### config.mk
export PLATFORM = sky130hd
export DESIGN_NAME = pc_sequencer
export DESIGN_NICKNAME = d
export VERILOG_FILES = /design/src/rtl/pc_sequencer_pkg.sv /design/src/rtl/pc_sequencer_shift_2.sv /design/src/rtl/pc_sequencer.sv
export SDC_FILE = /design/constraint.sdc
export NUM_CORES = 1
export LEC_CHECK = 0
export BUFFER_PORTS_ARGS = -buffer_cell sky130_fd_sc_hd__buf_2
export CAP_MARGIN = 20
export CORE_MARGIN = 8
export CORE_UTILIZATION = 55
export CTS_BUF_LIST = sky130_fd_sc_hd__clkbuf_4
export DETAILED_ROUTE_END_ITERATION = 10
export PLACE_DENSITY = 0.81
export SYNTH_ARGS = -nofsm -noshare
export SYNTH_HDL_FRONTEND = slang
export SYNTH_HIERARCHICAL = 1
export SYNTH_SLANG_ARGS = --single-unit
export TNS_END_PERCENT = 50
### constraint.sdc
create_clock -name clk -period 8.4 [get_ports clk]
set_input_delay 0.84 -clock clk [delete_from_list [all_inputs] [get_ports clk]]
set_output_delay 0.84 -clock clk [all_outputs]
set_load 0.1 [all_outputs]
### src/rtl/pc_sequencer_pkg.sv
// Shared processor package: sequencer state encoding and default PC vectors.
package pc_sequencer_pkg;

  typedef enum logic {
    RUN     = 1'b0,
    PENDING = 1'b1
  } seq_state_t;

  localparam logic [31:0] DEF_RESET_VECTOR = 32'h0000_0000;
  localparam logic [31:0] DEF_EXC_VECTOR   = 32'h0000_0080;

endpackage

### src/rtl/pc_sequencer_shift_2.sv
// Shift-left-by-2 unit: scales a word offset to a byte offset (modulo 2^32).
module shift_2 (
  input  logic [31:0] in,
  output logic [31:0] out
);

  assign out = in << 2;

endmodule

### src/rtl/pc_sequencer.sv
// Program-counter sequencer with branch/jump/register-jump redirect and a
// one-entry pending redirect. Optional macro PC_MISALIGN_TRAP_EN adds a trap.
module pc_sequencer
  import pc_sequencer_pkg::*;
#(
  parameter logic [31:0] RESET_VECTOR = DEF_RESET_VECTOR,
  parameter logic [31:0] EXC_VECTOR   = DEF_EXC_VECTOR
) (
  input  logic        clk,
  input  logic        rst_n,
  input  logic        fetch_ready,
  input  logic        stall,
  input  logic        br_req,
  input  logic [31:0] br_offset,
  input  logic        j_req,
  input  logic [25:0] j_target,
  input  logic        jr_req,
  input  logic [31:0] jr_addr,
`ifdef PC_MISALIGN_TRAP_EN
  output logic        misalign,
`endif
  output logic [31:0] pc,
  output logic [31:0] pc_plus4,
  output logic        flush,
  output logic        busy
);

  seq_state_t  state, state_nx;
  logic [31:0] pend, pend_nx;
  logic [31:0] pc_nx;
  logic [31:0] off_sh;
  logic [31:0] sel_tgt, raw_tgt, tgt;
  logic        adv, req, redirect, mis;

  shift_2 u_shift_2 (
    .in  (br_offset),
    .out (off_sh)
  );

  assign pc_plus4 = pc + 32'd4;
  assign adv      = fetch_ready & ~stall;
  assign req      = jr_req | j_req | br_req;
  assign redirect = adv & ((state == PENDING) | req);

  // Target is resolved from the pending register while PENDING so later
  // requests cannot override the first captured redirect.
  always_comb begin
    sel_tgt = '0;
    if (jr_req)      sel_tgt = jr_addr;
    else if (j_req)  sel_tgt = {pc_plus4[31:28], j_target, 2'b00};
    else             sel_tgt = pc_plus4 + off_sh;
    raw_tgt = (state == PENDING) ? pend : sel_tgt;
`ifdef PC_MISALIGN_TRAP_EN
    mis = |raw_tgt[1:0];
    tgt = mis ? EXC_VECTOR : raw_tgt;
`else
    mis = 1'b0;
    tgt = raw_tgt & 32'hFFFF_FFFC;
`endif
  end

  always_ff @(posedge clk or negedge rst_n) begin
    if (!rst_n) begin
      state <= RUN;
      pc    <= RESET_VECTOR;
      pend  <= '0;
    end else begin
      state <= state_nx;
      pc    <= pc_nx;
      pend  <= pend_nx;
    end
  end

  always_comb begin
    state_nx = state;
    pc_nx    = pc;
    pend_nx  = pend;
    unique case (state)
      RUN: begin
        if (adv) begin
          pc_nx = req ? tgt : pc_plus4;
        end else if (req) begin
          pend_nx  = sel_tgt;
          state_nx = PENDING;
        end
      end
      PENDING: begin
        if (adv) begin
          pc_nx    = tgt;
          state_nx = RUN;
        end
      end
      default: state_nx = RUN;
    endcase
  end

  always_comb begin
    flush = rst_n & redirect;
    busy  = (state == PENDING);
`ifdef PC_MISALIGN_TRAP_EN
    misalign = rst_n & redirect & mis;
`endif
  end

endmodule

# After elaboration in Yosys (flattened, before gate mapping)
# Cells that the tools add are included.
# totals
inputBits	97
output_inout_bits	66
word_cells	29
reg_bits	65
# classes
mux	11
n_addsub	2
n_reduce_logical	2
eq_ne	2
n_bitwise	9
# ops
cell	count
32-bit two-way mux	6
32-bit one-hot mux with 2 select lines	1
32-bit by 3-bit adder with 32-bit output (second input constant)	1
32-bit adder	1
1-bit AND	3
1-bit two-way mux	3
1-bit NOT	3
1-bit OR	3
3-bit AND reduction	1
2-bit by 1-bit inequality test with 1-bit output (second input constant)	1
2-bit inequality test (second input constant)	1
1-bit one-hot mux with 2 select lines	1
2-bit AND reduction	1

# Longest topological paths before layout
# logic_depth
ltp_word	8
ltp_mapped	16

# Cells and area by module
# The synthesis kept the hierarchy.
# by_module_without_submodules
mod	instances	area_each_um2	seq_area_each_um2	cells_per_inst
pc_sequencer	1	5580.4	1526.5	682
shift_2	1	244.0	0.0	33

# Least setup slack after synthesis
# Ideal clock, no wire load.
# synth_timing
path_kind	reg2reg
startpoint	reg pc[4]
endpoint	reg pc[31]
setup_slack_ns	2.335
n_path_buf	0
arrival_ns	5.942
required_time_ns	8.277
setup_time_ns	0.123
path_stages_with_launch	15
cell_sequence	dfrtp_1 > nand3_1 > or4_1 > nor2_1 > nand2_1 > xnor2_1 > ha_1 > o21a_1 > o211ai_1 > o21ai_1 > o2111a_1 > nor4_2 > mux2i_1 > o21ai_1 > a32o_1
# synth_between
elab_chain_len	8
# synth_lines
element	line_no	rtl
start, declared	pc_sequencer.sv:22	output logic [31:0] pc,
start signal, assigned	pc_sequencer.sv:69	pc <= pc_nx;
32-bit by 3-bit adder with 32-bit output *	pc_sequencer.sv:40	assign pc_plus4 = pc + 32'd4;
via pc_plus4[17]	pc_sequencer.sv:23	output logic [31:0] pc_plus4,
32-bit adder *	pc_sequencer.sv:51	else sel_tgt = pc_plus4 + off_sh;
32-bit two-way mux *	pc_sequencer.sv:50	else if (j_req) sel_tgt = {pc_plus4[31:28], j_target, 2'b00};
32-bit two-way mux *	pc_sequencer.sv:49	if (jr_req) sel_tgt = jr_addr;
32-bit two-way mux *	pc_sequencer.sv:52	raw_tgt = (state == PENDING) ? pend : sel_tgt;
32-bit two-way mux	pc_sequencer.sv:81	pc_nx = req ? tgt : pc_plus4;
32-bit two-way mux	pc_sequencer.sv:80	if (adv) begin
32-bit one-hot mux with 2 select lines *	pc_sequencer.sv:78	unique case (state)
# Mark *: on every way through the listed nets, which the timed path passes. The rest lies on a longest branch. The select of a mux whose other input is x is not followed.
# A chain may end at the register's enable or synchronous reset.

# Worst setup path in the final report
# layout_timing
startpoint	reg state (netlist: busy)
endpoint	out flush
# layout_between
elab_chain_len	3
# layout_lines
element	line_no	rtl
start, declared	pc_sequencer.sv:28	seq_state_t state, state_nx;
start signal, assigned	pc_sequencer.sv:68	state <= state_nx;
1-bit OR	pc_sequencer.sv:43	assign redirect = adv & ((state == PENDING) | req);
1-bit AND	pc_sequencer.sv:43	
1-bit AND	pc_sequencer.sv:98	flush = rst_n & redirect;
end, declared	pc_sequencer.sv:24	output logic flush,
# No other way between the ends.

==> metrics.md <==
| Metric | Value |
|---|---|
| Register area | `approximately 1500 um2` |
| RSZ-0062 raised after global routing | `false` |
| Die width | `~120 um` |
| Overall global routing resource usage | `between 20 and 30%` |
| Die footprint | `about 14,000 um2` |
| Grt total ovfl | `0` |
| Initial antenna violation count | `0` |
| TritonCTS clock tree | `yes` |
| Synthesis-to-layout area growth | `13.0%` |
| CP startpoint kind | `flop` |
| Area of the multi-input gates | `3830 um2` |
| Clock Sinks | `61` |
| Detailed Routing Iterations Pass 1 | `8` |
| Most frequent cells in the layout | `buf_2 (154), nand2_1 (92), dfrtp_1 (61)` |
| Crit. End Element | `primary output` |
| Max cap viols | `0` |
| Vias in the first global route | `just over 6,000` |
| Max Freq | `about 200 MHz` |
| Floorplan row count | `37` |
| CTS H-Tree Depth | `3` |
| Core footprint | `approximately 10,000 um2` |
| Placed wire-length estimate | `between 10,000 and 15,000 um` |
| Post-CTS Setup Bufs | `0` |
| First-pass GRT wire length | `~32,000 um` |
| Starting density of the core | `around 56%` |
| DRC viols | `0` |
| Setup_tns | `0 ns` |
| CP Max Fanout | `27` |
| Setup CP Type | `reg -> out` |
| Post-Syn Area per Cell | `8.15 um2` |
| Slew HR | `36.8%` |
| TritonCTS buffer count | `9` |
| Clk pin slew, worst setup/hold paths | `0.10 ns` |
| Detailed Route WL | `19,800 um` |
| Largest net degree at the start of global routing | `63` |
| Routed vias | `around 6,100` |
| Arrival time at the worst endpoint | `between 4 and 5 ns` |
| # resized after CTS | `0` |
| Gpl congestion | `roughly 0.99` |
| Final hold vios | `0` |
| Skew final | `0.0179 ns` |
| Routed Antenna Nets | `0` |
| Clock tree buffer depth | `2` |
| Cells after synthesis | `712` |
| Setup-failing EPs final | `0` |
| Min cycle time layout | `between 4 and 5 ns` |
| Yosys warning count | `6` |
| Status | `complete, no violations` |
| Die Ht | `about 120 um` |
| Post-Syn Area | `5810 um2` |
| Filler cell count in the final layout | `approximately 950` |
| Clk_lat worst skew | `0.43 ns` |
| Worst min path class | `reg -> reg` |
| Commonest non-fill, non-tap cell in the layout | `buf_2` |
| Drt first-iter violations | `650` |
| Final Cycle Share | `slightly below 60%` |
| Actual slew at the worst max-slew pin | `between 0.9 and 1 ns` |
| Via density | `6.41` |
| Pwr dens | `between 200 and 300 nW/um2` |
| Fin util | `between 60 and 70%` |
| WL/cell | `between 20 and 25 um` |
| Final hold slack | `just under 0.5 ns` |
| Max-slew violations | `0` |
| CTS Root Cell | `clkbuf_4` |
| Io pins | `163` |
| WP data required | `7.56 ns` |
| Port bufs | `roughly 150` |
| Post-CTS Hold Fix Bufs | `0` |
| ANT cells | `0` |
| Ratio of cells with drive above 1 in the final layout | `roughly a quarter` |
| Post-layout nets | `roughly 950` |
| Maximum VDD drop | `slightly below 0.2 mV` |
| Leak | `approximately 3.2 nW` |
==> critical path, cell delays in order, from the launching register on <==
cell and delay, ns:
dfrtp_1 0.97, clkinv_1 1.04, nand2_1 0.92, and3_1 0.29
buf_2 0.43
==> layer usage <==
layer	share of wire [%]	vias up	wire length [um]	GRT usage, %
met5	0	-	0	0
met4	3.9	0	775	12.4
met1	39	2897	7810	33.9
li1	-	2806	-	-
met2	46	366	9050	43.7
met3	11	71	2160	6.76
==> worst paths after layout <==
check,startpoint,slack [ns],endpoint,cells past startpoint
hold / removal,pend[26],0.49,pend[26],2
setup reg to reg,pc[2],3.81,pc[31],15
setup / recovery,busy,3.50,flush,4
min in group asynchronous,rst_n,0.59,pend[16],2
max in group asynchronous,rst_n,7.29,pc[12],2
hold reg to reg,pend[26],0.49,pend[26],2
==> sequential cells by signal, summed over array words and instances, names as in the netlist <==
name,flops
busy,1
pc,30
pend,30
==> power breakdown <==
| part | internal (W) | switching, W |
|---|---|---|
| clock network | 0.000121 | 0.000112 |
| registers | 0.000362 | 0.0000807 |
| logic | 0.000298 | 0.000924 |
==> layout make-up <==
type	instances	share of cell area [%]
multi-input combinational	569	58.4
sequential	61	23.3
timing repair buffer	162	12.7
tap	136	2.59
clock inverter	6	1.18
clock buffer	10	1.14
inverter	14	0.801
==> metrics by stage <==
stage / cells / power [W] / setup slack (ns) / area, um2
after CTS: 958 / 0.00189 / 3.61 / 6560
after floorplan: 715 / 0.00142 / 2.34 / 5820
after global placement: 942 / 0.00163 / 4.00 / 6410
after detailed placement: 942 / 0.00165 / 3.90 / 6410
after global routing: 958 / 0.00198 / 3.30 / 6560
final: 958 / 0.00190 / 3.50 / 6560
(Power assumes the default switching activity.)
